$ cat config.mk
export PLATFORM = sky130hd
export DESIGN_NAME = mem_port_arbiter_flat
export DESIGN_NICKNAME = d
export VERILOG_FILES = /design/src/rtl/mem_arb_pkg.sv /design/src/rtl/mem_port_arbiter_if.sv /design/src/rtl/mem_arb_timer.sv /design/src/rtl/mem_port_arbiter.sv /design/src/flat_wrapper.sv
export SDC_FILE = /design/constraint.sdc
export NUM_CORES = 1
export LEC_CHECK = 0
export CORE_AREA = 2 2 150 94
export CTS_CLUSTER_SIZE = 14
export DETAILED_ROUTE_END_ITERATION = 8
export DIE_AREA = 0 0 152 96
export PLACE_DENSITY_LB_ADDON = 0.25
export SYNTH_ARGS = -nofsm -noshare
export SYNTH_HDL_FRONTEND = slang
export SYNTH_SLANG_ARGS = --single-unit
$ cat constraint.sdc
create_clock -name clk_i -period 4.7 [get_ports clk_i]
set_clock_uncertainty 0.1 [all_clocks]
set_input_delay 0.94 -clock clk_i [delete_from_list [all_inputs] [get_ports clk_i]]
set_output_delay 0.94 -clock clk_i [all_outputs]
set_load 0.05 [all_outputs]
$ cat src/rtl/mem_arb_pkg.sv
// Shared types and constants for the instruction/data memory port arbiter.
// Holds the FSM state encoding, default bus widths and port-select codes.
package mem_arb_pkg;

    typedef enum logic [1:0] {
        IDLE    = 2'd0,
        BUSY_IF = 2'd1,
        BUSY_DM = 2'd2
    } arb_state_t;

    localparam int DEF_ADDR_W = 32;
    localparam int DEF_DATA_W = 32;

    localparam logic PORT_IF = 1'b0;
    localparam logic PORT_DM = 1'b1;

endpackage

$ cat src/rtl/mem_port_arbiter_if.sv
// Bundle of the fetch port, data port and backing-memory signals around the arbiter.
// Handshake: a requester raises *_req_i with stable operands and holds it until it sees
// *_ack_o (a one-cycle pulse carrying *_rdata_o); memory sees a one-cycle mem_req_o with
// operands held until the transaction ends, and answers with a one-cycle mem_rvalid_i.
interface mem_port_arbiter_if
    import mem_arb_pkg::*;
#(
    parameter int ADDR_W = DEF_ADDR_W,
    parameter int DATA_W = DEF_DATA_W
) ();

    logic              if_req_i;
    logic [ADDR_W-1:0] if_addr_i;
    logic [DATA_W-1:0] if_rdata_o;
    logic              if_ack_o;
    logic              if_stall_o;

    logic              dm_req_i;
    logic              dm_we_i;
    logic [ADDR_W-1:0] dm_addr_i;
    logic [DATA_W-1:0] dm_wdata_i;
    logic [DATA_W-1:0] dm_rdata_o;
    logic              dm_ack_o;
    logic              dm_stall_o;

    logic              mem_req_o;
    logic              mem_we_o;
    logic [ADDR_W-1:0] mem_addr_o;
    logic [DATA_W-1:0] mem_wdata_o;
    logic              mem_rvalid_i;
    logic [DATA_W-1:0] mem_rdata_i;

    logic              err_o;

    modport slave (
        input  if_req_i, if_addr_i,
        output if_rdata_o, if_ack_o, if_stall_o,
        input  dm_req_i, dm_we_i, dm_addr_i, dm_wdata_i,
        output dm_rdata_o, dm_ack_o, dm_stall_o,
        output mem_req_o, mem_we_o, mem_addr_o, mem_wdata_o,
        input  mem_rvalid_i, mem_rdata_i,
        output err_o
    );

    modport master (
        output if_req_i, if_addr_i,
        input  if_rdata_o, if_ack_o, if_stall_o,
        output dm_req_i, dm_we_i, dm_addr_i, dm_wdata_i,
        input  dm_rdata_o, dm_ack_o, dm_stall_o,
        input  mem_req_o, mem_we_o, mem_addr_o, mem_wdata_o,
        output mem_rvalid_i, mem_rdata_i,
        input  err_o
    );

endinterface

$ cat src/rtl/mem_arb_timer.sv
// Response watchdog: counts busy cycles, held at zero while cleared, and flags
// expiry while the count sits at TIMEOUT.
module mem_arb_timer #(
    parameter int TIMEOUT = 16
) (
    input  logic clk_i,
    input  logic rst_i,
    input  logic clear,
    output logic expired
);

    localparam int CW = $clog2(TIMEOUT + 1);

    logic [CW-1:0] count_q;

    always_ff @(posedge clk_i or negedge rst_i) begin
        if (!rst_i) begin
            count_q <= '0;
        end else if (clear) begin
            count_q <= '0;
        end else if (count_q != CW'(TIMEOUT)) begin
            count_q <= count_q + CW'(1);
        end
    end

    assign expired = (count_q == CW'(TIMEOUT));

endmodule

$ cat src/rtl/mem_port_arbiter.sv
// Shares one unified memory between the IF and MEM stages, one transaction at a time,
// with data priority limited by a fetch anti-starvation streak and a response timeout.
module mem_port_arbiter
    import mem_arb_pkg::*;
#(
    parameter int ADDR_W        = DEF_ADDR_W,
    parameter int DATA_W        = DEF_DATA_W,
    parameter int MAX_DM_STREAK = 4,
    parameter int TIMEOUT       = 16
) (
    input  logic              clk_i,
    input  logic              rst_i,
    mem_port_arbiter_if.slave bus,
    output arb_state_t        dbg_state
);

    localparam int SW = $clog2(MAX_DM_STREAK + 1);

    arb_state_t        state_q;
    logic [SW-1:0]     streak_q;
    logic              mem_req_q;
    logic              mem_we_q;
    logic [ADDR_W-1:0] mem_addr_q;
    logic [DATA_W-1:0] mem_wdata_q;
    logic              if_ack_q;
    logic              dm_ack_q;
    logic [DATA_W-1:0] if_rdata_q;
    logic [DATA_W-1:0] dm_rdata_q;
    logic              err_q;

    logic if_cand;
    logic dm_cand;
    logic streak_full;
    logic dm_wins;
    logic if_wins;
    logic busy_port;
    logic timer_expired;

    // A port being acknowledged this cycle is still holding its old request.
    assign if_cand     = bus.if_req_i & ~if_ack_q;
    assign dm_cand     = bus.dm_req_i & ~dm_ack_q;
    assign streak_full = (streak_q == SW'(MAX_DM_STREAK));
    assign dm_wins     = dm_cand & ~(if_cand & streak_full);
    assign if_wins     = if_cand & ~dm_wins;
    assign busy_port   = (state_q == BUSY_DM) ? PORT_DM : PORT_IF;

    mem_arb_timer #(.TIMEOUT(TIMEOUT)) u_timer (
        .clk_i   (clk_i),
        .rst_i   (rst_i),
        .clear   (state_q == IDLE),
        .expired (timer_expired)
    );

    always_ff @(posedge clk_i or negedge rst_i) begin
        if (!rst_i) begin
            state_q     <= IDLE;
            streak_q    <= '0;
            mem_req_q   <= 1'b0;
            mem_we_q    <= 1'b0;
            mem_addr_q  <= '0;
            mem_wdata_q <= '0;
            if_ack_q    <= 1'b0;
            dm_ack_q    <= 1'b0;
            if_rdata_q  <= '0;
            dm_rdata_q  <= '0;
            err_q       <= 1'b0;
        end else begin
            mem_req_q <= 1'b0;
            if_ack_q  <= 1'b0;
            dm_ack_q  <= 1'b0;
            case (state_q)
                IDLE: begin
                    if (dm_wins) begin
                        state_q     <= BUSY_DM;
                        mem_req_q   <= 1'b1;
                        mem_we_q    <= bus.dm_we_i;
                        mem_addr_q  <= bus.dm_addr_i;
                        mem_wdata_q <= bus.dm_wdata_i;
                        if (!bus.if_req_i) begin
                            streak_q <= '0;
                        end else if (!streak_full) begin
                            streak_q <= streak_q + SW'(1);
                        end
                    end else if (if_wins) begin
                        state_q     <= BUSY_IF;
                        mem_req_q   <= 1'b1;
                        mem_we_q    <= 1'b0;
                        mem_addr_q  <= bus.if_addr_i;
                        mem_wdata_q <= '0;
                        streak_q    <= '0;
                    end
                end
                BUSY_IF, BUSY_DM: begin
                    // A response in the expiry cycle still counts as a normal completion.
                    if (bus.mem_rvalid_i) begin
                        state_q <= IDLE;
                        if (busy_port == PORT_DM) begin
                            dm_ack_q <= 1'b1;
                            if (!mem_we_q) dm_rdata_q <= bus.mem_rdata_i;
                        end else begin
                            if_ack_q   <= 1'b1;
                            if_rdata_q <= bus.mem_rdata_i;
                        end
                    end else if (timer_expired) begin
                        state_q <= IDLE;
                        err_q   <= 1'b1;
                        if (busy_port == PORT_DM) begin
                            dm_ack_q   <= 1'b1;
                            dm_rdata_q <= '0;
                        end else begin
                            if_ack_q   <= 1'b1;
                            if_rdata_q <= '0;
                        end
                    end
                end
                default: state_q <= IDLE;
            endcase
        end
    end

    assign bus.if_rdata_o  = if_rdata_q;
    assign bus.if_ack_o    = if_ack_q;
    assign bus.if_stall_o  = bus.if_req_i & ~if_ack_q;
    assign bus.dm_rdata_o  = dm_rdata_q;
    assign bus.dm_ack_o    = dm_ack_q;
    assign bus.dm_stall_o  = bus.dm_req_i & ~dm_ack_q;
    assign bus.mem_req_o   = mem_req_q;
    assign bus.mem_we_o    = mem_we_q;
    assign bus.mem_addr_o  = mem_addr_q;
    assign bus.mem_wdata_o = mem_wdata_q;
    assign bus.err_o       = err_q;
    assign dbg_state       = state_q;

endmodule

$ cat src/flat_wrapper.sv
// flat-port wrapper written by rule: the top's interface ports become plain ports
module mem_port_arbiter_flat import mem_arb_pkg::*;
#(
    parameter int ADDR_W        = DEF_ADDR_W,
    parameter int DATA_W        = DEF_DATA_W,
    parameter int MAX_DM_STREAK = 4,
    parameter int TIMEOUT       = 16
)
  (clk_i, rst_i, dbg_state, bus_if_req_i, bus_if_addr_i, bus_if_rdata_o, bus_if_ack_o, bus_if_stall_o, bus_dm_req_i, bus_dm_we_i, bus_dm_addr_i, bus_dm_wdata_i, bus_dm_rdata_o, bus_dm_ack_o, bus_dm_stall_o, bus_mem_req_o, bus_mem_we_o, bus_mem_addr_o, bus_mem_wdata_o, bus_mem_rvalid_i, bus_mem_rdata_i, bus_err_o);
  mem_port_arbiter_if #(.ADDR_W(ADDR_W), .DATA_W(DATA_W)) bus_i ();
  input  logic clk_i;
  input  logic rst_i;
  output arb_state_t dbg_state;
  input wire logic [$bits(bus_i.if_req_i)-1:0] bus_if_req_i;
  input wire logic [$bits(bus_i.if_addr_i)-1:0] bus_if_addr_i;
  output wire logic [$bits(bus_i.if_rdata_o)-1:0] bus_if_rdata_o;
  output wire logic [$bits(bus_i.if_ack_o)-1:0] bus_if_ack_o;
  output wire logic [$bits(bus_i.if_stall_o)-1:0] bus_if_stall_o;
  input wire logic [$bits(bus_i.dm_req_i)-1:0] bus_dm_req_i;
  input wire logic [$bits(bus_i.dm_we_i)-1:0] bus_dm_we_i;
  input wire logic [$bits(bus_i.dm_addr_i)-1:0] bus_dm_addr_i;
  input wire logic [$bits(bus_i.dm_wdata_i)-1:0] bus_dm_wdata_i;
  output wire logic [$bits(bus_i.dm_rdata_o)-1:0] bus_dm_rdata_o;
  output wire logic [$bits(bus_i.dm_ack_o)-1:0] bus_dm_ack_o;
  output wire logic [$bits(bus_i.dm_stall_o)-1:0] bus_dm_stall_o;
  output wire logic [$bits(bus_i.mem_req_o)-1:0] bus_mem_req_o;
  output wire logic [$bits(bus_i.mem_we_o)-1:0] bus_mem_we_o;
  output wire logic [$bits(bus_i.mem_addr_o)-1:0] bus_mem_addr_o;
  output wire logic [$bits(bus_i.mem_wdata_o)-1:0] bus_mem_wdata_o;
  input wire logic [$bits(bus_i.mem_rvalid_i)-1:0] bus_mem_rvalid_i;
  input wire logic [$bits(bus_i.mem_rdata_i)-1:0] bus_mem_rdata_i;
  output wire logic [$bits(bus_i.err_o)-1:0] bus_err_o;
  assign bus_i.if_req_i = bus_if_req_i;
  assign bus_i.if_addr_i = bus_if_addr_i;
  assign bus_if_rdata_o = bus_i.if_rdata_o;
  assign bus_if_ack_o = bus_i.if_ack_o;
  assign bus_if_stall_o = bus_i.if_stall_o;
  assign bus_i.dm_req_i = bus_dm_req_i;
  assign bus_i.dm_we_i = bus_dm_we_i;
  assign bus_i.dm_addr_i = bus_dm_addr_i;
  assign bus_i.dm_wdata_i = bus_dm_wdata_i;
  assign bus_dm_rdata_o = bus_i.dm_rdata_o;
  assign bus_dm_ack_o = bus_i.dm_ack_o;
  assign bus_dm_stall_o = bus_i.dm_stall_o;
  assign bus_mem_req_o = bus_i.mem_req_o;
  assign bus_mem_we_o = bus_i.mem_we_o;
  assign bus_mem_addr_o = bus_i.mem_addr_o;
  assign bus_mem_wdata_o = bus_i.mem_wdata_o;
  assign bus_i.mem_rvalid_i = bus_mem_rvalid_i;
  assign bus_i.mem_rdata_i = bus_mem_rdata_i;
  assign bus_err_o = bus_i.err_o;
  mem_port_arbiter #(.ADDR_W(ADDR_W), .DATA_W(DATA_W), .MAX_DM_STREAK(MAX_DM_STREAK), .TIMEOUT(TIMEOUT)) u_core (.clk_i(clk_i), .rst_i(rst_i), .bus(bus_i), .dbg_state(dbg_state));
endmodule
# --- Yosys cells after proc, flatten, opt, wreduce, memory -nomap -nowiden ---
# Index checks and enable logic that the tools add are counted.
word_totals:
  reg_bits: 143
  out_inout_bits: 137
op_classes:
  bitwise: 11
  n_addsub: 2
  n_reduce_logical: 11
  n_eq_ne: 9
  muxes: 38
op_table:
  columns: ["operator", "n"]
  rows:
  - ["two-way mux 32 bit", 13]
  - ["two-way mux 1 bit", 14]
  - ["two-way mux 3 bit", 4]
  - ["two-way mux 5 bit", 2]
  - ["AND reduction 3 bit", 3]
  - ["two-way mux 2 bit", 4]
  - ["NOT 1 bit", 6]
  - ["nonzero test 2 bit", 3]
  - ["adder 5 x 1 -> 5 bit, second input constant", 1]
  - ["AND 1 bit", 5]
  - ["== test 5 bit, second input constant", 1]
  - ["inequality test 5 bit, second input constant", 1]
  - ["case mux 2 bit (2 select lines)", 1]
  - ["AND reduction 2 bit", 2]
  - ["AND reduction 4 bit", 1]
  - ["adder 3 x 1 -> 3 bit, second input constant", 1]
  - ["== test 3 bit, second input constant", 1]
  - ["inequality test 3 x 1 -> 1 bit, second input constant", 1]
  - ["inequality test 3 x 2 -> 1 bit, second input constant", 1]
  - ["inequality test 3 bit, second input constant", 1]
  - ["== test 2 x 1 -> 1 bit, second input constant", 1]
  - ["== test 2 bit, second input constant", 1]
  - ["zero test 2 bit", 1]
  - ["inequality test 2 bit, second input constant", 1]
  - ["OR reduction 2 bit", 1]

# --- Logic depth before layout (Yosys ltp) ---
logic_depth:
  depth_word: 10
  mapped_depth: 9

# --- By module ---
# A second synthesis with hierarchy kept.
unflattened:
  hier_cells: 449
  area_unflattened_um2: 6077.1
by_module_without_submodules:
  columns: ["mod", "area_each_um2", "seq_area_each_um2", "n_inst", "cells_each"]
  rows:
  - ["mem_port_arbiter", 5788.1, 3453.3, 1, 423]
  - ["mem_arb_timer", 289.0, 125.1, 1, 26]

# --- Least setup slack after synthesis ---
# OpenSTA, ideal clock, no wires.
synth_timing:
  kind: "input-to-reg"
  from: "input bus_if_req_i"
  to: "register u_core.mem_addr_q[14] (netlist: u_core.bus.mem_addr_o[14])"
  t_arrival_ns: 2.706
  stages: 7
  path_slack_ns: 1.817
  setup_ns: 0.077
  path_cell_list: "nor2b_1 > o21ai_1 > inv_1 > buf_2 > clkbuf_1 > nor2_1 > a21oi_1"
synth_via:
  elab_chain_cells: 8
  word_cells_on_any_way: 9
synth_rtl:
  columns: ["item", "line", "text"]
  rows:
  - ["start, declared", "flat_wrapper.sv:14", "input wire logic [$bits(bus_i.if_req_i)-1:0] bus_if_req_i;"]
  - ["AND 1 bit *", "mem_port_arbiter.sv:40", "assign if_cand = bus.if_req_i & ~if_ack_q;"]
  - ["AND 1 bit", "mem_port_arbiter.sv:43", "assign dm_wins = dm_cand & ~(if_cand & streak_full);"]
  - ["NOT 1 bit", "mem_port_arbiter.sv:43", null]
  - ["AND 1 bit", "mem_port_arbiter.sv:43", null]
  - ["NOT 1 bit", "mem_port_arbiter.sv:44", "assign if_wins = if_cand & ~dm_wins;"]
  - ["AND 1 bit", "mem_port_arbiter.sv:44", null]
  - ["nonzero test 2 bit (no source line)", null, null]
  - ["AND reduction 2 bit (no source line)", null, null]
  - ["end signal, assigned", "mem_port_arbiter.sv:77", "mem_addr_q <= bus.dm_addr_i;"]
  - ["end signal, assigned", "mem_port_arbiter.sv:88", "mem_addr_q <= bus.if_addr_i;"]
  - ["end, declared", "mem_port_arbiter.sv:23", "logic [ADDR_W-1:0] mem_addr_q;"]
# Mark *: on every way between the ends. The rest lies on a longest branch, timed or not.
# A chain may end at the register's enable or synchronous reset.

# --- Final worst setup path ---
layout_timing:
  from: "input bus_dm_req_i"
  to: "output bus_dm_stall_o"
layout_via:
  elab_chain_cells: 1
layout_rtl:
  columns: ["item", "line", "text"]
  rows:
  - ["start, declared", "flat_wrapper.sv:19", "input wire logic [$bits(bus_i.dm_req_i)-1:0] bus_dm_req_i;"]
  - ["AND 1 bit", "mem_port_arbiter.sv:126", "assign bus.dm_stall_o = bus.dm_req_i & ~dm_ack_q;"]
  - ["end, declared", "flat_wrapper.sv:25", "output wire logic [$bits(bus_i.dm_stall_o)-1:0] bus_dm_stall_o;"]
# No other way between the ends.

==> run metrics <==
status=finished, final reports clean; Slew Limit Fails=0; die height=96 um; commonest non-fill, non-tap cell in the layout=clkdlybuf4s50_1; cell count after synthesis=535; Cell Rows=33; Ant. Diodes=0; clock buffer count from CTS=17; antenna violations before repair=0; Yosys reg bits=143; period utilization=0.822; Final Total Pwr=0.00804 W; share of cells above drive strength 1=0.0609; synth warn=0; Synth top area share=0.616; most frequent cells in the layout=269 x clkdlybuf4s50_1, 143 x dfrtp_1, 67 x a21oi_1; cts-stage hold buffer count=0; area of the mapped netlist=0.00581 mm2; Avg Inst Size Synth=10.9 um2; area leader, netlist=dfrtp_1; critical path's slowest cell=clkdlybuf4s50_1; drt total wl=17200 um; largest net degree at the start of global routing=118; cells taking the most area after synthesis=dfrtp_1 62%, a22o_1 9.8%, a21oi_1 5.8%, nand2_1 4.2%, a22oi_1 4.1%; worst-path fanout max=7; setup ws final=0.835 ns; Seq/Total Area, Yosys=0.616; PD cells=865 mW/mm2; global-route wire length before repair=27800 um; Clk Tree Root Cell=clkbuf_16; Peak Freq=0.259 GHz; critical path capture point type=output pin; Leak=4.00 nW; Final Hold Fails=0; r2r setup slk=2.22 ns; CTS tree=yes; Max Cap Viol=0; setup bufs post-CTS=0; Reg2Reg Launch Point=u_core.bus.if_ack_o$_DFF_PN0_; Top cell by count, worst path=clkdlybuf4s50_1; hold wc startpoint=u_core.bus.err_o$_DFFE_PN0P_; CP cell instances=clkdlybuf4s50_1 -> nor2b_1 -> clkdlybuf4s50_1; Final min period=3.86 ns; RePlAce Congestion=0.812; DRC errors left=0; core area=0.0133 mm2; # IOs=271; vias in the first global route=5465; final setup vio count=0; drt first pass iters=4; post-DP HPWL=11800 um; Unique masters post-synth=34; hold path cells=1; non-filler cells, final=980; Post-Syn Nets=675; setup TNS=0 ns; unrepaired setup endpoints after global routing=no; clk sinks=143; Initial DRC Count=307; gr ovfl total=0; Layout Nets=932; overall routing resource usage=0.238; VDD IR max=0.433 mV; H-Tree Depth=4; CP max stage delay=0.94 ns; ANT nets after route=0; Tightest Pin Transition=1.06 ns; vias per cell=5.32; CP Launch Type=input port; Area Overhead vs Synth=59.9%; Avg WL per Cell=17.5 um; worst hold path class=flop to flop; pre-CTS worst setup slack=0.837 ns; worst skew pair latency=0.41 ns; Die W=152 um; Hold EP=u_core.bus.err_o$_DFFE_PN0P_; Post-CTS Resized=0; Max Root-Sink Buffers=2; CP arrival=2.82 ns; hold_ws=0.369 ns; Critical Path RT=3.66 ns; R2R Path End=u_core.bus.mem_wdata_o[7]$_DFFE_PN0P_; PortBufs=270; DR vias=5210; R2R cell count=6; area of the die=0.0146 mm2; relative slew slack=0.292; crit path kind=input port to output pin; Worst-path clk slew=0.05 ns; total placed cells including tap cells=948; initial cell density of the core=0.438
-- cells in the mapped netlist, drive strengths merged --
| master | instances |
|---|---|
| mux2i | 1 |
| and2 | 2 |
| ha | 6 |
| a31o | 1 |
| nor2 | 40 |
| a22o | 65 |
| xnor2 | 2 |
| or3 | 2 |
| a21o | 1 |
| inv | 11 |
| nand4b | 1 |
| nor3 | 2 |
| a21oi | 67 |
| clkbuf | 28 |
| a31oi | 1 |
| dfrtp | 143 |
| nand3 | 3 |
| nand4 | 1 |
| xor2 | 2 |
| a22oi | 32 |
| nor2b | 3 |
| and4b | 1 |
| o31ai | 1 |
| nor4bb | 1 |
| nand2 | 65 |
| buf | 16 |
| a32o | 2 |
| o21ai | 34 |
| nand3b | 1 |
-- cell type report --
class / instances / area, um2
fill: 957 / 3960
sequential: 143 / 3580
timing repair buffer: 282 / 2790
multi-input combinational: 337 / 2020
clock buffer: 20 / 437
tap: 175 / 219
clock inverter: 12 / 206
inverter: 11 / 41.3
-- state kept, by name (all words and copies together) (netlist names) --
signal and cells:
u_core.bus.dm_ack_o 1, u_core.bus.dm_rdata_o 32, u_core.bus.err_o 1, u_core.bus.if_ack_o 1
u_core.bus.if_rdata_o 32, u_core.bus.mem_addr_o 32, u_core.bus.mem_req_o 1, u_core.bus.mem_wdata_o 32
u_core.bus.mem_we_o 1, u_core.dbg_state 2, u_core.streak_q 3, u_core.u_timer.count_q 5
-- how the worst max path moves through the flow --
stage | from | endpoint | slack (ns)
floorplan | bus_if_req_i | u_core.bus.mem_addr_o[14]$_DFFE_PN0P_ | 1.82
global placement | bus_dm_req_i | bus_dm_stall_o | 0.87
detailed placement | bus_dm_req_i | bus_dm_stall_o | 0.84
CTS | bus_dm_req_i | bus_dm_stall_o | 0.84
global route | bus_dm_req_i | bus_dm_stall_o | 0.79
finish | bus_dm_req_i | bus_dm_stall_o | 0.84
-- report_power, final --
group | total, W | leakage (nW) | switching (W) | internal (W)
combinational | 0.00441 | 1.94 | 0.00292 | 0.00150
clock | 0.00147 | 0.309 | 0.000523 | 0.000948
sequential | 0.00215 | 1.75 | 0.000365 | 0.00179
-- per-stage QoR --
stage | area (um2) | utilization
floorplan | 5810 | -
global placement | 8650 | 0.653
detailed placement | 8650 | 0.653
CTS | 9290 | 0.701
global route | 9290 | 0.701
finish | 9290 | 0.701
-- layer usage --
layer	share of wire	global-route usage
met1	0.44	0.305
met2	0.49	0.403
met3	0.050	0.0545
met4	0.020	0.0903
met5	0	0
-- logic make-up after synthesis --
kind of cell | after synthesis | synth area share
AO/OA/AOI/OAI | 204 | 0.235
XOR/XNOR | 4 | 0.00603
adder cells (fa/ha/maj) | 6 | 0.0129
buffers and inverters | 55 | 0.0416
flip-flops | 143 | 0.616
multiplexers | 1 | 0.00172
AND/OR/NAND/NOR | 122 | 0.0870
-- worst max-delay path, delay by kind of cell --
family,cells,cell delay [ns]
buf+inv,2,1.39
simple gates,1,0.49
No activity file was read; power rests on OpenSTA's default activity.
==> patch (same flow settings) <==
Change the package constant `DEF_ADDR_W` from 32 to 48.
--- a/src/rtl/mem_arb_pkg.sv
+++ b/src/rtl/mem_arb_pkg.sv
@@ -9,5 +9,5 @@
     } arb_state_t;
 
-    localparam int DEF_ADDR_W = 32;
+    localparam int DEF_ADDR_W = 48;
     localparam int DEF_DATA_W = 32;
 
Ports: changed (resized bus_dm_addr_i, bus_if_addr_i and bus_mem_addr_o); port bits go from 271 to 319. No check against the original RTL was run, so the function may have changed too.
==> patch against the original RTL <==
First-iteration DRC count decreased by 12%; critical path depth is the same; cell area is 9.4% higher; setup slack better by 0.14 ns; wire length grew 14%; sequential cell count rose by 16; total power rose by 11%; synthesized area up 6.6%; largest power group unchanged; highest routed layer unchanged.
==> patch: results (changes against the original RTL) <==
- Arrival time of data at the critical path endpoint: 2.69 ns (was 2.82 ns)
* Pin count of the biggest net entering global routing: 117 (was 118)
- The global-route wire length before repair was 30300 um (was 27800 um).
* Number of cells traversed by the worst hold path: 1 (unchanged)
- The area share of fa/ha/maj cells after synthesis is 1.21% (was 1.29%).
* Capturing point of the worst reg2reg path: u_core.bus.mem_addr_o[34]$_DFFE_PN0P_ (was u_core.bus.mem_wdata_o[7]$_DFFE_PN0P_)
- Worst Setup EP: bus_if_stall_o (was bus_dm_stall_o)
* Max_slew headroom: 30.9% (was 29.2%)
- Most instantiated cells after synthesis: dfrtp_1 (159), a22o_1 (145), a21o_1 (47) (was dfrtp_1 (143), a21oi_1 (67), a22o_1 (65), nand2_1 (65), nor2_1 (40))
- Number of cells in the design after placement: 918 (was 948)
- Share of cells above drive strength 1: 6.97% (was 6.09%)
- Share of cell area taken by muxes after synthesis: 0.343% (was 0.172%)
- Synthesized netlist net count: 624 (was 675)
- GPL Wtd Cong: 0.816 (was 0.812)
* DRT iter0 DRCs: 269 (was 307)
* Average via count per standard cell: 5.52 (was 5.32)
- Status: complete, no violations (unchanged).
* Max incr delay on CP: 0.88 ns (was 0.94 ns)
* Number of setup buffers added after CTS: 0 (unchanged)
- Routed wire length: 19700 um (was 17200 um)
* Quantity of I/O buffers inserted on ports: 318 (was 270)
- The post-place instance area is 9550 sq um (was 8650 sq um).
- Largest cells by area after synthesis: dfrtp_1 (64%), a22o_1 (20%), a21o_1 (5.7%) (was dfrtp_1 (62%), a22o_1 (9.8%), a21oi_1 (5.8%))
- Leakage power figure: 0.00468 uW (was 0.00400 uW)
- Worst hold slack: 0.369 ns (about the same)
* Global-route usage over all layers: 26.6% (was 23.8%)
* Final critical-path setup slack: 0.973 ns (was 0.835 ns)
- Post-layout nets: 934 (was 932)
- Pre-CTS worst setup slack: 0.996 ns (was 0.837 ns)
* Number of iterations in the first detailed-routing pass: 5 (was 4)
* Depth of the worst register-to-register path: 7 (was 6)
- Wire length per cell: 20.7 um (was 17.5 um)
* Synth Area in Compound Gates: 27.5% (was 23.5%)
- Worst setup path startpoint: bus_if_req_i (was bus_dm_req_i)
* Max VDD drop: 0.521 mV (was 0.433 mV)
* FF-to-FF Start: u_core.dbg_state[0]$_DFFE_PN0P_ (was u_core.bus.if_ack_o$_DFF_PN0_)
- Xor-xnor portion of the synthesized cell area: 0.565% (was 0.603%)
- The count of different cell masters after synthesis came to 38 (was 34).
- Maximum fanout encountered on the critical timing path: 5 (was 7)
- The instance count of the mapped netlist came to 452 (was 535).
* Reg-to-reg setup timing slack: 2.05 ns (was 2.22 ns)
* Sequential cell area fraction in the yosys report: 64.2% (was 61.6%)
patch: power breakdown:
part,internal [uW],total [uW],switching [uW]
clock network,867,1460,591
logic,1880,5130,3250
registers,1990,2370,373
patch: area by class of cell:
cell class / count / area, sq um
Fill cell: 868 / 3090
Inverter: 12 / 45.0
Tap cell: 175 / 219
Timing Repair Buffer: 328 / 3270
Multi-Input combinational cell: 244 / 2030
Clock buffer: 19 / 443
Clock inverter: 13 / 180
Sequential cell: 159 / 3980
patch: cell families after synthesis:
| logic type | Yosys count |
|---|---|
| adder cells (fa/ha/maj) | 6 |
| flip-flops | 159 |
| AND/OR/NAND/NOR | 29 |
| multiplexers | 2 |
| buffers and inverters | 49 |
| AO/OA/AOI/OAI | 203 |
| XOR/XNOR | 4 |
patch: metal layers:
layer,share of wire (%),global-route usage [%],vias up
met3,7.0,8.10,28
li1,-,-,2336
met1,41,33.4,2666
met2,51,45.2,218
met4,1.9,8.18,0
met5,0,0,-
